## src/rtl/lm80c_ioctl_loader.sv

```systemverilog
// rtl/lm80c_ioctl_loader.sv - HPS ioctl download to LM80C memory writer with pacing FIFO
// Define LM80C_LOADER_PTRFIX_EN to patch the BASIC end-of-program pointer after PRG loads.
module lm80c_ioctl_loader #(
    parameter logic [7:0]  BOOT_INDEX     = 8'd0,
    parameter logic [7:0]  PRG_INDEX      = 8'd2,
    parameter logic [7:0]  ROM_INDEX      = 8'd3,
    parameter logic [24:0] ROM_START_ADDR = 25'h00000,
    parameter logic [24:0] PRG_START_ADDR = 25'h15608,
    parameter logic [24:0] PTR_PROGND     = 25'h155e4,
    parameter int          FIFO_DEPTH     = 4
) (
    input  logic        clk,
    input  logic        reset_n,
    input  logic        ioctl_download,
    input  logic [7:0]  ioctl_index,
    input  logic [24:0] ioctl_addr,
    input  logic [7:0]  ioctl_dout,
    input  logic        ioctl_wr,
    output logic        ioctl_wait,
    input  logic        clk_ena,
    output logic        downloading,
    output logic        ROM_done,
    output logic        wr,
    output logic [24:0] addr,
    output logic [7:0]  data
);
    localparam int          AW       = $clog2(FIFO_DEPTH);
    localparam logic [AW:0] OCC_FULL = (AW+1)'(FIFO_DEPTH);
    localparam logic [AW:0] OCC_WAIT = (AW+1)'(FIFO_DEPTH - 1);

    typedef enum logic [2:0] {S_IDLE, S_STREAM, S_DRAIN, S_PATCH_LO, S_PATCH_HI} state_t;
    state_t state_q, state_d;

    logic          dl_q, dl_rise, dl_fall, idx_ok, start, rom_done_set;
    logic [7:0]    index_q;
    logic [24:0]   fifo_addr_q [FIFO_DEPTH];
    logic [7:0]    fifo_data_q [FIFO_DEPTH];
    logic [AW-1:0] wr_ptr_q, rd_ptr_q;
    logic [AW:0]   occ_q, occ_d;
    logic          push, pop, wait_q, rom_done_q, wr_q;
    logic [24:0]   addr_q, base;
    logic [7:0]    data_q;
    logic          patch_wr;
    logic [24:0]   patch_addr;
    logic [7:0]    patch_data;

    assign dl_rise = ioctl_download & ~dl_q;
    assign dl_fall = ~ioctl_download & dl_q;
    assign idx_ok  = (ioctl_index == BOOT_INDEX) || (ioctl_index == PRG_INDEX) ||
                     (ioctl_index == ROM_INDEX);
    assign base    = (index_q == PRG_INDEX) ? PRG_START_ADDR : ROM_START_ADDR;
    assign push    = (state_q == S_STREAM) && ioctl_wr && (occ_q != OCC_FULL);
    assign pop     = (occ_q != '0) && clk_ena;

`ifdef LM80C_LOADER_PTRFIX_EN
    logic [24:0] count_q, end_w;
    assign end_w = PRG_START_ADDR + count_q;

    // Byte count is the highest offset seen plus one, so out-of-order writes still size correctly.
    always_ff @(posedge clk or negedge reset_n) begin
        if (!reset_n)
            count_q <= '0;
        else if (start)
            count_q <= '0;
        else if ((state_q == S_STREAM) && ioctl_wr && ((ioctl_addr + 25'd1) > count_q))
            count_q <= ioctl_addr + 25'd1;
    end
`else
    logic unused_ptr_progend;
    assign unused_ptr_progend = ^PTR_PROGND;
`endif

    always_comb begin
        occ_d = occ_q;
        if (push && !pop)
            occ_d = occ_q + 1'b1;
        else if (pop && !push)
            occ_d = occ_q - 1'b1;
    end

    always_comb begin
        state_d      = state_q;
        start        = 1'b0;
        rom_done_set = 1'b0;
        patch_wr     = 1'b0;
        patch_addr   = '0;
        patch_data   = '0;
        case (state_q)
            S_IDLE: begin
                if (dl_rise && idx_ok) begin
                    start   = 1'b1;
                    state_d = S_STREAM;
                end
            end
            S_STREAM: begin
                if (dl_fall)
                    state_d = S_DRAIN;
            end
            S_DRAIN: begin
                if (occ_q == '0) begin
`ifdef LM80C_LOADER_PTRFIX_EN
                    if ((index_q == PRG_INDEX) && (count_q != '0))
                        state_d = S_PATCH_LO;
                    else
`endif
                    begin
                        state_d      = S_IDLE;
                        rom_done_set = (index_q != PRG_INDEX);
                    end
                end
            end
`ifdef LM80C_LOADER_PTRFIX_EN
            S_PATCH_LO: begin
                if (clk_ena) begin
                    patch_wr   = 1'b1;
                    patch_addr = PTR_PROGND;
                    patch_data = end_w[7:0];
                    state_d    = S_PATCH_HI;
                end
            end
            S_PATCH_HI: begin
                if (clk_ena) begin
                    patch_wr   = 1'b1;
                    patch_addr = PTR_PROGND + 25'd1;
                    patch_data = end_w[15:8];
                    state_d    = S_IDLE;
                end
            end
`endif
            default: state_d = S_IDLE;
        endcase
    end

    always_ff @(posedge clk or negedge reset_n) begin
        if (!reset_n) begin
            state_q    <= S_IDLE;
            dl_q       <= 1'b0;
            index_q    <= '0;
            wr_ptr_q   <= '0;
            rd_ptr_q   <= '0;
            occ_q      <= '0;
            wait_q     <= 1'b0;
            rom_done_q <= 1'b0;
            wr_q       <= 1'b0;
            addr_q     <= '0;
            data_q     <= '0;
        end else begin
            state_q <= state_d;
            dl_q    <= ioctl_download;
            occ_q   <= occ_d;
            wait_q  <= (occ_d >= OCC_WAIT);
            wr_q    <= 1'b0;
            if (start)
                index_q <= ioctl_index;
            if (rom_done_set)
                rom_done_q <= 1'b1;
            if (push)
                wr_ptr_q <= wr_ptr_q + 1'b1;
            if (pop) begin
                rd_ptr_q <= rd_ptr_q + 1'b1;
                wr_q     <= 1'b1;
                addr_q   <= fifo_addr_q[rd_ptr_q];
                data_q   <= fifo_data_q[rd_ptr_q];
            end else if (patch_wr) begin
                wr_q   <= 1'b1;
                addr_q <= patch_addr;
                data_q <= patch_data;
            end
        end
    end

    // Storage is not reset; occupancy alone defines which entries are live.
    always_ff @(posedge clk) begin
        if (push) begin
            fifo_addr_q[wr_ptr_q] <= base + ioctl_addr;
            fifo_data_q[wr_ptr_q] <= ioctl_dout;
        end
    end

    assign ioctl_wait  = wait_q;
    assign downloading = (state_q != S_IDLE);
    assign ROM_done    = rom_done_q;
    assign wr          = wr_q;
    assign addr        = addr_q;
    assign data        = data_q;
endmodule
```

## config.mk

```make
export PLATFORM = sky130hd
export DESIGN_NAME = lm80c_ioctl_loader
export DESIGN_NICKNAME = d
export VERILOG_FILES = /design/src/rtl/lm80c_ioctl_loader.sv
export SDC_FILE = /design/constraint.sdc
export NUM_CORES = 1
export LEC_CHECK = 0
export BUFFER_PORTS_ARGS = -buffer_cell sky130_fd_sc_hd__clkbuf_2
export CORE_ASPECT_RATIO = 1.4
export CORE_MARGIN = 5
export CORE_UTILIZATION = 40
export DETAILED_ROUTE_END_ITERATION = 10
export SLEW_MARGIN = 20
export SYNTH_ARGS = -nofsm -noshare
export SYNTH_HDL_FRONTEND = slang
export SYNTH_SLANG_ARGS = --single-unit
```

## constraint.sdc

```tcl
create_clock -name clk -period 7.25 [get_ports clk]
set_clock_uncertainty 0.2 [all_clocks]
set_input_delay 0.3625 -clock clk [delete_from_list [all_inputs] [get_ports clk]]
set_output_delay 0.3625 -clock clk [all_outputs]
set_load 0.01 [all_outputs]
```

==> results by group <==
STA
  – Slew margin rel.: 35.8%
  – Slew of the pin with the lowest slew margin: 0.962 ns
  – Final setup vio count: 0
  – Period utilisation layout: 53.3%
  – Hold WS: 0.176 ns
  – F_max: 259 MHz
  – Setup_tns: 0 ns
  – RSZ-0062 raised after global routing: no
  – Min cycle time layout: 3.87 ns
  – Hold Fails Final Rpt: 0
  – Max-slew violations: 0

Pwr
  – Cell internal pwr: 2.07 mW
  – Static Leak: 3.50 nW
  – Cell area power density: 320 nW/um^2
  – Peak VDD IR: 0.159 mV
  – Psw: 856 uW
  – Logic gate share of total power: 25.2%
  – Register share of total power: 46.2%
  – Clock power share: 28.6%
  – Switching portion of total power: 29.3%

Drt
  – Initial DRC Count: 241
  – DR vias: 4635
  – DR vias/cell: 5.22
  – Wirelength per Cell: 17.5 um
  – WL final: 15600 um
  – First-pass DRT Iterations: 4
  – DRC Markers: 0
  – Antenna-violating nets left: 0

Layout
  – Nets: 683
  – Synthesis-to-finish area growth: 17.3%
  – Diodes inserted: 0
  – Share of cells above drive strength 1: 24.8%
  – Number of fill cells: 1778

Yosys
  – Sequential-to-total area share from yosys stat: 68.1%
  – Synth area leader: edfxtp_1
  – Top-count cell post-synth: edfxtp_1
  – YS warnings: 0
  – Synth top area cells: edfxtp_1, dfrtp_1, mux4_2, nand2_1, xnor2_1
  – Syn Std Cell Area: 7800 um^2
  – FF+latch count, synth: 186
  – Synth top area share: 50.8%
  – Dominant synthesized flop cell: edfxtp_1
  – Number of flops mapped to enable cells by yosys: 132
  – Library cells used by synthesis: 52
  – Ys async rst share: 29.0%
  – Commonest cells in the netlist: edfxtp_1, nand2_1, dfrtp_1
  – Cell count after synthesis: 530
  – Post-Syn Area per Cell: 14.7 um^2
  – Syn Nets: 586

Worst hold path
  – HP Class: in -> reg

Clock network
  – CTS tree: yes
  – Total CTS buffers: 17
  – Post-CTS setup buffer count: 0
  – CTS root buf: clkbuf_16
  – Clock sinks: 186
  – Clk slew on worst S/H paths: 0.06 ns
  – Clock Tree Buf Depth: 2
  – Clock network latency to the later pin of the worst-skew pair: 0.42 ns
  – Htree depth: 4

GRT
  – Number of global-route vias before repair: 4925
  – Initial antenna violation count: 0
  – First-pass GRT wire length: 25500 um
  – GR Overflow Total: 0
  – Largest net degree at the start of global routing: 55
  – Total Routing Usage GR: 14.6%

Floorplan
  – Die Width: 128 um
  – Die H: 175 um
  – Rows: 60
  – Core Area: 19200 um^2
  – Initial Util: 40.6%
  – Die ar.: 22400 um^2
  – Num ports: 83

Setup path
  – Setup crit start kind: flip-flop
  – Setup Crit Path Kind: reg -> reg
  – Critical Path AT: 3.88 ns
  – Worst EP required: 7.26 ns
  – Endpoint class of the critical path: flip-flop
  – Largest fanout on the critical path: 15

Run
  – Max cap viols: 0

Status
  – Status: completed

Place
  – DPL Wire Length: 10100 um
  – RePlAce Congestion: 0.808
  – I/O Buffers: 82
[logic make-up (layout without fill, tap and decap cells)]
group / Yosys count / after routing / synth area share, %
compound gates: 52 / 52 / 4.70
flops: 186 / 186 / 68.1
mux: 36 / 36 / 9.93
simple gates: 186 / 186 / 11.1
xor+xnor: 21 / 21 / 2.36
buf+inv: 36 / 146 / 1.80
fa+ha+maj: 13 / 13 / 1.99
[power groups by stage]
stage	Combinational, mW	Clock (mW)	Sequential [mW]
3_5_place_dp	0.750	0	1.38
4_1_cts	0.760	0.856	1.36
3_3_place_gp	0.735	0	1.37
6_report	0.737	0.837	1.35
2_1_floorplan	0.479	0	1.40
5_1_grt	0.824	0.904	1.37
[cell usage in the layout (no fill, tap or decap), types with 4 or more instances in the layout]
cell type	n
nor3b_1	4
xnor2_1	15
and2_1	6
dlygate4sd3_1	15
nand4_1	7
nand2_1	117
xor2_1	6
mux4_2	33
o21ai_0	13
nor2b_1	5
clkbuf_2	81
clkinvlp_4	4
nand3_1	11
nor2_1	6
nor4_1	4
clkbuf_16	18
and2_2	5
o221ai_1	5
dfrtp_1	53
a311o_1	5
nand2b_1	5
clkinv_2	4
ha_1	10
a21oi_1	8
buf_4	4
inv_1	11
edfxtp_1	132
[final cells by class]
type	instances	area, um^2	share of cell area, %
repair buffers	101	591	6.45
well taps	248	310	3.39
clock buffers	21	462	5.05
multi-input cells	308	2350	25.7
flip-flops and latches	186	5320	58.1
inverters	13	48.8	0.533
clock inverters	11	71.3	0.779
[per-layer routing]
layer / track usage (%) / up-vias / part of all wire (%)
li1: - / 2170 / -
met1: 17.8 / 2334 / 41
met2: 24.7 / 108 / 51
met3: 3.85 / 23 / 5.2
met4: 5.53 / 0 / 2.2
met5: 0 / - / 0
[metrics by stage]
step	util (%)	cell area, um^2	worst slack (ns)	cells	power [mW]
final	47.6	9150	3.38	888	2.93
after global routing	47.6	9150	2.98	888	3.10
after CTS	47.6	9150	3.38	888	2.97
after detailed placement	44.1	8470	3.39	841	2.13
after global placement	44.1	8470	3.57	841	2.11
after floorplan	-	7800	4.16	530	1.88
[repair_timing]
item,CTS,global route
endpoints found under the hold margin,101,0
hold buffers,15,0
resized for setup,0,0
[path summary, 6_finish.rpt]
path / from / slack [ns] / end / cells after the start
max in group asynchronous: reset_n / 5.90 / rd_ptr_q[0] / 3
setup reg to reg: index_q[0] / 3.38 / fifo_addr_q[0][17] / 10
setup / recovery: index_q[0] / 3.38 / fifo_addr_q[0][17] / 10
hold reg to reg: addr[13] / 0.27 / addr[13] / 2
min in group asynchronous: reset_n / 0.41 / occ_q[0] / 3
hold / removal: ioctl_addr[3] / 0.18 / fifo_addr_q[0][3] / 2
[sequential cells by signal, indices dropped and copies added (netlist names), 2 cells and up]
name         cells
addr            25
occ_q            3
fifo_addr_q    100
fifo_data_q     32
wr_ptr_q         2
rd_ptr_q         2
data             8
state_q          2
index_q          8
[critical path: stages, from the launching register on]
cell and delay [ns]:
dfrtp_1 0.39, nor4b_1 0.48, nand2_1 0.43, clkinv_1 0.31
ha_1 0.24, ha_1 0.21, nand4_1 0.19, o21ai_0 0.41
o221ai_1 0.24, o22ai_1 0.24, xor2_1 0.31
(Power assumes the default switching activity.)
